`src/rtl/key_event_if.sv`:
```
// -----------------------------------------------------------------------------
// key_event_if
// Bundle between the debounced key detector and the gesture classifier.
//   press_down, press_up : one-cycle pulses from the debouncer
//   short_click, double_click, long_press, long_release, key_repeat :
//                          one-cycle gesture pulses from the classifier
//   key_held             : level, key currently down
// Modports:
//   master : stimulus side (drives the press pulses, observes the events)
//   slave  : classifier side
// -----------------------------------------------------------------------------
interface key_event_if;
  logic press_down;
  logic press_up;
  logic short_click;
  logic double_click;
  logic long_press;
  logic long_release;
  logic key_held;
  logic key_repeat;

  modport master (
    output press_down, press_up,
    input  short_click, double_click, long_press, long_release, key_held, key_repeat
  );

  modport slave (
    input  press_down, press_up,
    output short_click, double_click, long_press, long_release, key_held, key_repeat
  );
endinterface

```
`src/rtl/key_event_classifier.sv`:
```
// -----------------------------------------------------------------------------
// key_event_classifier
// Turns debounced press/release pulses of one key into gesture events:
// short click, double click, long press, long release, plus a key_held level.
//
// Ports:
//   clk  : system clock
//   rst  : synchronous, active-high reset
//   kif  : key_event_if.slave
//            in : press_down, press_up (one-cycle pulses)
//            out: short_click, double_click, long_press, long_release,
//                 key_repeat (one-cycle pulses), key_held (level)
//
// Parameters:
//   LONG_CNT   : cycles a press must last to become a long press
//   DCLICK_CNT : window after a release in which a second press is a double click
//   REPEAT_CNT : auto-repeat period while long-held (KEY_REPEAT_EN only)
//   CNT_W      : interval counter width
//
// Build option:
//   KEY_REPEAT_EN : when defined, key_repeat pulses every REPEAT_CNT cycles
//                   while long-held; otherwise key_repeat is tied to 0 and
//                   the counter is frozen in LONG_HELD.
// -----------------------------------------------------------------------------
module key_event_classifier #(
  parameter int LONG_CNT   = 50_000_000,
  parameter int DCLICK_CNT = 15_000_000,
  parameter int REPEAT_CNT = 10_000_000,
  parameter int CNT_W      = 26
) (
  input  logic        clk,
  input  logic        rst,
  key_event_if.slave  kif
);

  // Every interval must be reachable by the counter (it compares against N-1).
  if (LONG_CNT < 1 || DCLICK_CNT < 1 || REPEAT_CNT < 1 ||
      longint'(LONG_CNT)   > (longint'(1) << CNT_W) ||
      longint'(DCLICK_CNT) > (longint'(1) << CNT_W) ||
      longint'(REPEAT_CNT) > (longint'(1) << CNT_W)) begin : g_bad_cfg
    $error("key_event_classifier: interval counts do not fit CNT_W");
  end

  typedef enum logic [2:0] {
    S_IDLE,
    S_PRESSED,
    S_WAIT2,
    S_PRESSED2,
    S_LONG_HELD
  } state_e;

  localparam logic [CNT_W-1:0] LONG_LAST   = CNT_W'(LONG_CNT - 1);
  localparam logic [CNT_W-1:0] DCLICK_LAST = CNT_W'(DCLICK_CNT - 1);

  state_e           state_q, state_d;
  logic [CNT_W-1:0] cnt_q, cnt_d, cnt_inc;
  logic             short_click_q, short_click_d;
  logic             double_click_q, double_click_d;
  logic             long_press_q, long_press_d;
  logic             long_release_q, long_release_d;
  logic             key_held_q, key_held_d;

`ifdef KEY_REPEAT_EN
  localparam logic [CNT_W-1:0] REPEAT_LAST = CNT_W'(REPEAT_CNT - 1);
  logic             repeat_q, repeat_d;
`endif

  // Saturating increment: the counter parks at all-ones instead of wrapping.
  assign cnt_inc = (&cnt_q) ? cnt_q : cnt_q + CNT_W'(1);

  always_comb begin
    // NOTE: every signal written here gets a default first, so no path
    // through the case can leave one unassigned and infer a latch.
    state_d        = state_q;
    cnt_d          = cnt_inc;
    short_click_d  = 1'b0;
    double_click_d = 1'b0;
    long_press_d   = 1'b0;
    long_release_d = 1'b0;
`ifdef KEY_REPEAT_EN
    repeat_d       = 1'b0;
`endif

    // Press-type states look at press_up first, the others at press_down,
    // which also resolves both pulses arriving together.
    unique case (state_q)
      S_IDLE: begin
        cnt_d = '0;
        if (kif.press_down) state_d = S_PRESSED;
      end
      S_PRESSED: begin
        if (kif.press_up) begin
          state_d = S_WAIT2;
        end else if (cnt_q == LONG_LAST) begin
          state_d      = S_LONG_HELD;
          long_press_d = 1'b1;
        end
      end
      S_WAIT2: begin
        if (kif.press_down) begin
          state_d = S_PRESSED2;
        end else if (cnt_q == DCLICK_LAST) begin
          state_d       = S_IDLE;
          short_click_d = 1'b1;
        end
      end
      S_PRESSED2: begin
        if (kif.press_up) begin
          state_d        = S_IDLE;
          double_click_d = 1'b1;
        end else if (cnt_q == LONG_LAST) begin
          // The pending first click is dropped in favour of the long press.
          state_d      = S_LONG_HELD;
          long_press_d = 1'b1;
        end
      end
      S_LONG_HELD: begin
        if (kif.press_up) begin
          state_d        = S_IDLE;
          long_release_d = 1'b1;
        end else begin
`ifdef KEY_REPEAT_EN
          if (cnt_q == REPEAT_LAST) begin
            cnt_d    = '0;
            repeat_d = 1'b1;
          end
`else
          cnt_d = cnt_q;
`endif
        end
      end
      default: begin
        state_d = S_IDLE;
      end
    endcase

    if (state_d != state_q) cnt_d = '0;

    key_held_d = (state_d == S_PRESSED) || (state_d == S_PRESSED2) ||
                 (state_d == S_LONG_HELD);
  end

  // NOTE: the reset is synchronous (sampled only on the clock edge) and all
  // state updates use non-blocking assignments so every flop sees the
  // pre-edge values of its neighbours.
  always_ff @(posedge clk) begin
    if (rst) begin
      state_q        <= S_IDLE;
      cnt_q          <= '0;
      short_click_q  <= 1'b0;
      double_click_q <= 1'b0;
      long_press_q   <= 1'b0;
      long_release_q <= 1'b0;
      key_held_q     <= 1'b0;
`ifdef KEY_REPEAT_EN
      repeat_q       <= 1'b0;
`endif
    end else begin
      state_q        <= state_d;
      cnt_q          <= cnt_d;
      short_click_q  <= short_click_d;
      double_click_q <= double_click_d;
      long_press_q   <= long_press_d;
      long_release_q <= long_release_d;
      key_held_q     <= key_held_d;
`ifdef KEY_REPEAT_EN
      repeat_q       <= repeat_d;
`endif
    end
  end

  assign kif.short_click  = short_click_q;
  assign kif.double_click = double_click_q;
  assign kif.long_press   = long_press_q;
  assign kif.long_release = long_release_q;
  assign kif.key_held     = key_held_q;
`ifdef KEY_REPEAT_EN
  assign kif.key_repeat   = repeat_q;
`else
  assign kif.key_repeat   = 1'b0;
`endif

endmodule

```
`src/flat_wrapper.sv`:
```
// flat-port wrapper written by rule: the top's interface ports become plain ports
module key_event_classifier_flat 
#(
  parameter int LONG_CNT   = 50_000_000,
  parameter int DCLICK_CNT = 15_000_000,
  parameter int REPEAT_CNT = 10_000_000,
  parameter int CNT_W      = 26
)
  (clk, rst, kif_press_down, kif_press_up, kif_short_click, kif_double_click, kif_long_press, kif_long_release, kif_key_held, kif_key_repeat);
  key_event_if kif_i ();
  input  logic clk;
  input  logic rst;
  input wire logic [$bits(kif_i.press_down)-1:0] kif_press_down;
  input wire logic [$bits(kif_i.press_up)-1:0] kif_press_up;
  output wire logic [$bits(kif_i.short_click)-1:0] kif_short_click;
  output wire logic [$bits(kif_i.double_click)-1:0] kif_double_click;
  output wire logic [$bits(kif_i.long_press)-1:0] kif_long_press;
  output wire logic [$bits(kif_i.long_release)-1:0] kif_long_release;
  output wire logic [$bits(kif_i.key_held)-1:0] kif_key_held;
  output wire logic [$bits(kif_i.key_repeat)-1:0] kif_key_repeat;
  assign kif_i.press_down = kif_press_down;
  assign kif_i.press_up = kif_press_up;
  assign kif_short_click = kif_i.short_click;
  assign kif_double_click = kif_i.double_click;
  assign kif_long_press = kif_i.long_press;
  assign kif_long_release = kif_i.long_release;
  assign kif_key_held = kif_i.key_held;
  assign kif_key_repeat = kif_i.key_repeat;
  key_event_classifier #(.LONG_CNT(LONG_CNT), .DCLICK_CNT(DCLICK_CNT), .REPEAT_CNT(REPEAT_CNT), .CNT_W(CNT_W)) u_core (.clk(clk), .rst(rst), .kif(kif_i));
endmodule
```
`config.mk`:
```
export PLATFORM = sky130hd
export DESIGN_NAME = key_event_classifier_flat
export DESIGN_NICKNAME = d
export VERILOG_FILES = /design/src/rtl/key_event_if.sv /design/src/rtl/key_event_classifier.sv /design/src/flat_wrapper.sv
export SDC_FILE = /design/constraint.sdc
export NUM_CORES = 1
export LEC_CHECK = 0
export BUFFER_PORTS_ARGS = -buffer_cell sky130_fd_sc_hd__buf_2
export CORE_ASPECT_RATIO = 1.75
export CORE_MARGIN = 5
export CORE_UTILIZATION = 65
export DETAILED_ROUTE_END_ITERATION = 8
export PLACE_DENSITY_LB_ADDON = 0.12
export SYNTH_ARGS = -nofsm -noshare
export SYNTH_HDL_FRONTEND = slang
export SYNTH_SLANG_ARGS = --single-unit
```
`constraint.sdc`:
```
create_clock -name clk -period 4.8 [get_ports clk]
set_input_delay 0.24 -clock clk [delete_from_list [all_inputs] [get_ports clk]]
set_output_delay 0.24 -clock clk [all_outputs]
set_load 0.01 [all_outputs]
```
==> reports/results.ini <==
[global_routing]
antenna_found_initial=0
grt_pass1_vias=1708
grt_start_max_net_pins=27
gr-usage-all-layers_pct=23.5
gr-total-overflow=0
grt_pass1_wl_um=7640

[placement]
port-buffer-count=8
post-place-ws_ns=1.84
hpwl_um=3300
gp_congestion=0.933

[layout]
nNetsFinal=240
syn_to_final_growth_pct=6.37
finish.utilization_pct=70.7
layout-drive-gt1-share_pct=13.6
multi_input_area_mm2=0.00116
diodes=0
seq_area_um2=681
n_fill_cell=246

[power]
clock_power_share_pct=40.2
power_uw=541
power_frac_seq_pct=53.2
p_sw_share_pct=24.4
p_int_uw=409
p_comb_share_pct=6.6
power_switching_uw=132
powerDensity_mw_per_mm2=264
peakVddDrop_uv=257
total_leakage_power_uw=0.000578

[cts]
cts_resized=0
clockBufferDepth=2
cts_root_buffer=clkbuf_8
htreeDepth=2
clock_latency_ns=0.28
post-cts-setup-buffers=0
cts_sinks=34
hold_buffers=0
cts_tree=done
path_clk_slew_ns=0.07
cts_made_buffers=5

[timing]
finalHoldViolCount=0
slew_headroom_pct=15.9
period_minus_slack_ns=3.01
hold_slack_ns=0.244
setup-violations-final=0
rsz0062_at_grt=no
setup_slack_ns=1.79
fmax_ghz=0.332
finClkSkew_ns=0.00588
worst_pin_slew_ns=1.26
fin_tns_setup_ns=0
fin_crit_sh_pct=62.8
maxSlewViolCount=0

[synthesis]
synth_nets=236
syn_inst=231
synth-edff-count=0
synth_warnings=0
yosysSeqAreaShare_pct=35.3
synthArstFlopShare_pct=0
synth_area_mm2=0.00193
synth_area_leaders=dfxtp_1 35%, nor3_1 6.8%, a211oi_1 5.1%, xnor2_1 4.5%, nor4_1 3.9%
synth_ff_type=dfxtp_1
synth_area_leader_cell=dfxtp_1
yosysUniqueCellTypes=44
synth_seq_cells=34
syn_avg_cell_area_um2=8.34
synth.top_cell.area_share_pct=35.3

[floorplanning]
initial_core_util_pct=66.5
num_io_pins=10
core_mm2=0.00290
die_w_um=51.1
std_cell_rows=26
die_height_um=82
die_area_mm2=0.00419

[critical_path]
crit_type=reg2reg
cp.arrival_ns=3.12
slowest_stage=a21oi_2
cp_max_fo=26
end_kind=register
worstPathRequired_ns=4.91
start_kind=register
cp_top_family=simple AND/OR/NAND/NOR gates
max_stage_delay_ns=1.00
worst-path-buf-inv=0
timing.critical_path.cells=ha_1, nand2_1, nor4_1, nand4_1, a21oi_2, nor3_1

[detailed_routing]
top_layer_used=met4
wl_per_cell_um=17.6
wl_met2_um=2400
routed-wl-met3_um=266
drt_iter0_markers=117
viasPerCell=7.18
wl_met1_um=1880
firstDrtPassIters=4
drt_wl_total_um=4650
vias=1896
antenna_left=0
drc=0

[run_status]
status=complete, no violations

[job]
drv_cap=0

[hold_path]
min_path_type=in2reg

stage by stage:
step                cells  instance area [um^2]
CTS                   264                  2050
finish                264                  2050
detailed placement    256                  1960
global route          264                  2050
floorplan             231                  1930
global placement      256                  1960
synthesized netlist by cell type, types with 2 or more instances:
| cell | instances |
|---|---|
| a21oi_1 | 8 |
| dfxtp_1 | 34 |
| nand3_1 | 12 |
| mux2i_1 | 2 |
| a211oi_2 | 2 |
| or4_1 | 5 |
| nand4_1 | 9 |
| nor3b_1 | 2 |
| nor4bb_1 | 2 |
| a21o_1 | 2 |
| o21ai_0 | 8 |
| nor4b_1 | 2 |
| a211oi_1 | 13 |
| and4_1 | 3 |
| o21a_1 | 2 |
| or4b_2 | 2 |
| nand2b_1 | 2 |
| and2_1 | 2 |
| a31oi_1 | 2 |
| o31a_2 | 2 |
| nor4_1 | 12 |
| xnor2_1 | 10 |
| or3_1 | 8 |
| buf_2 | 8 |
| nor3_1 | 26 |
| o31ai_1 | 7 |
| or3_4 | 2 |
| inv_1 | 5 |
| clkbuf_1 | 4 |
| nand2_1 | 15 |
| nor2_1 | 5 |
power by group through the flow:
stage / Sequential (uW) / Combinational (uW) / Clock, uW
2_1_floorplan: 292 / 29.0 / 0
3_3_place_gp: 294 / 33.4 / 0
3_5_place_dp: 294 / 35.3 / 0
4_1_cts: 288 / 35.2 / 220
5_1_grt: 288 / 38.0 / 233
6_report: 288 / 35.8 / 217
flip-flops by register name, indices dropped and copies added, names as in the netlist:
signal                   cells
u_core.kif.key_held          1
u_core.kif.long_release      1
u_core.kif.short_click       1
u_core.state_q               3
u_core.cnt_q                26
u_core.kif.long_press        1
u_core.kif.double_click      1
routing by layer:
metal	global-route usage, %	vias to the layer above
met2	42.2	73
met1	27.2	914
met4	10.2	0
li1	-	897
met3	3.09	12
met5	0	-
worst paths after layout:
check / from / to / slack [ns] / cells after the start
min reg2reg: u_core.cnt_q[24] / u_core.cnt_q[24] / 0.53 / 2
max: u_core.cnt_q[0] / u_core.cnt_q[12] / 1.79 / 6
min: rst / u_core.state_q[0] / 0.24 / 2
max reg2reg: u_core.cnt_q[0] / u_core.cnt_q[12] / 1.79 / 6
layout by cell type, fill, tap and decap left out, drive strengths merged, types with 2 or more instances in the layout:
cell	Yosys	final
dfxtp	34	34
nor3	26	26
nand2	15	15
a211oi	15	15
nor4	12	12
nand3	12	12
or3	11	11
buf	10	11
xnor2	10	10
nand4	10	10
a21oi	9	9
o21ai	8	8
o31ai	7	7
clkbuf	4	7
or4	7	7
inv	5	5
nor2	5	5
and4	3	3
nand2b	2	2
nor4b	2	2
a31oi	2	2
a21o	2	2
or4b	2	2
nor3b	2	2
nor4bb	2	2
and2	2	2
o31a	2	2
o21a	2	2
mux2i	2	2
area by class of cell:
| class | instances | area share, % |
|---|---|---|
| Timing Repair Buffer | 11 | 3.05 |
| Sequential cell | 34 | 33.2 |
| Inverter | 5 | 0.916 |
| Multi-Input combinational cell | 178 | 56.6 |
| Tap cell | 28 | 1.71 |
| Clock inverter | 1 | 0.244 |
| Clock buffer | 7 | 4.22 |
logic make-up (layout without fill, tap and decap cells):
kind of cell	Yosys count	count (layout)	synth area share (%)
xor gates and xnor gates	10	10	4.55
and+or+nand+nor	116	116	36.5
muxes	2	2	1.04
buffers and inverters	19	24	4.42
AOI/OAI and AO/OA	48	48	17.3
other	1	1	0.195
DFF	34	34	35.3
adders and majority gates	1	1	0.650
worst reg2reg max path, stage by stage, from the launching register on:
cell     delay (ns)
dfxtp_1        0.42
ha_1           0.31
nand2_1        0.08
nor4_1         0.54
nand4_1        0.29
a21oi_2        1.00
nor3_1         0.19
(Power assumes the default switching activity.)
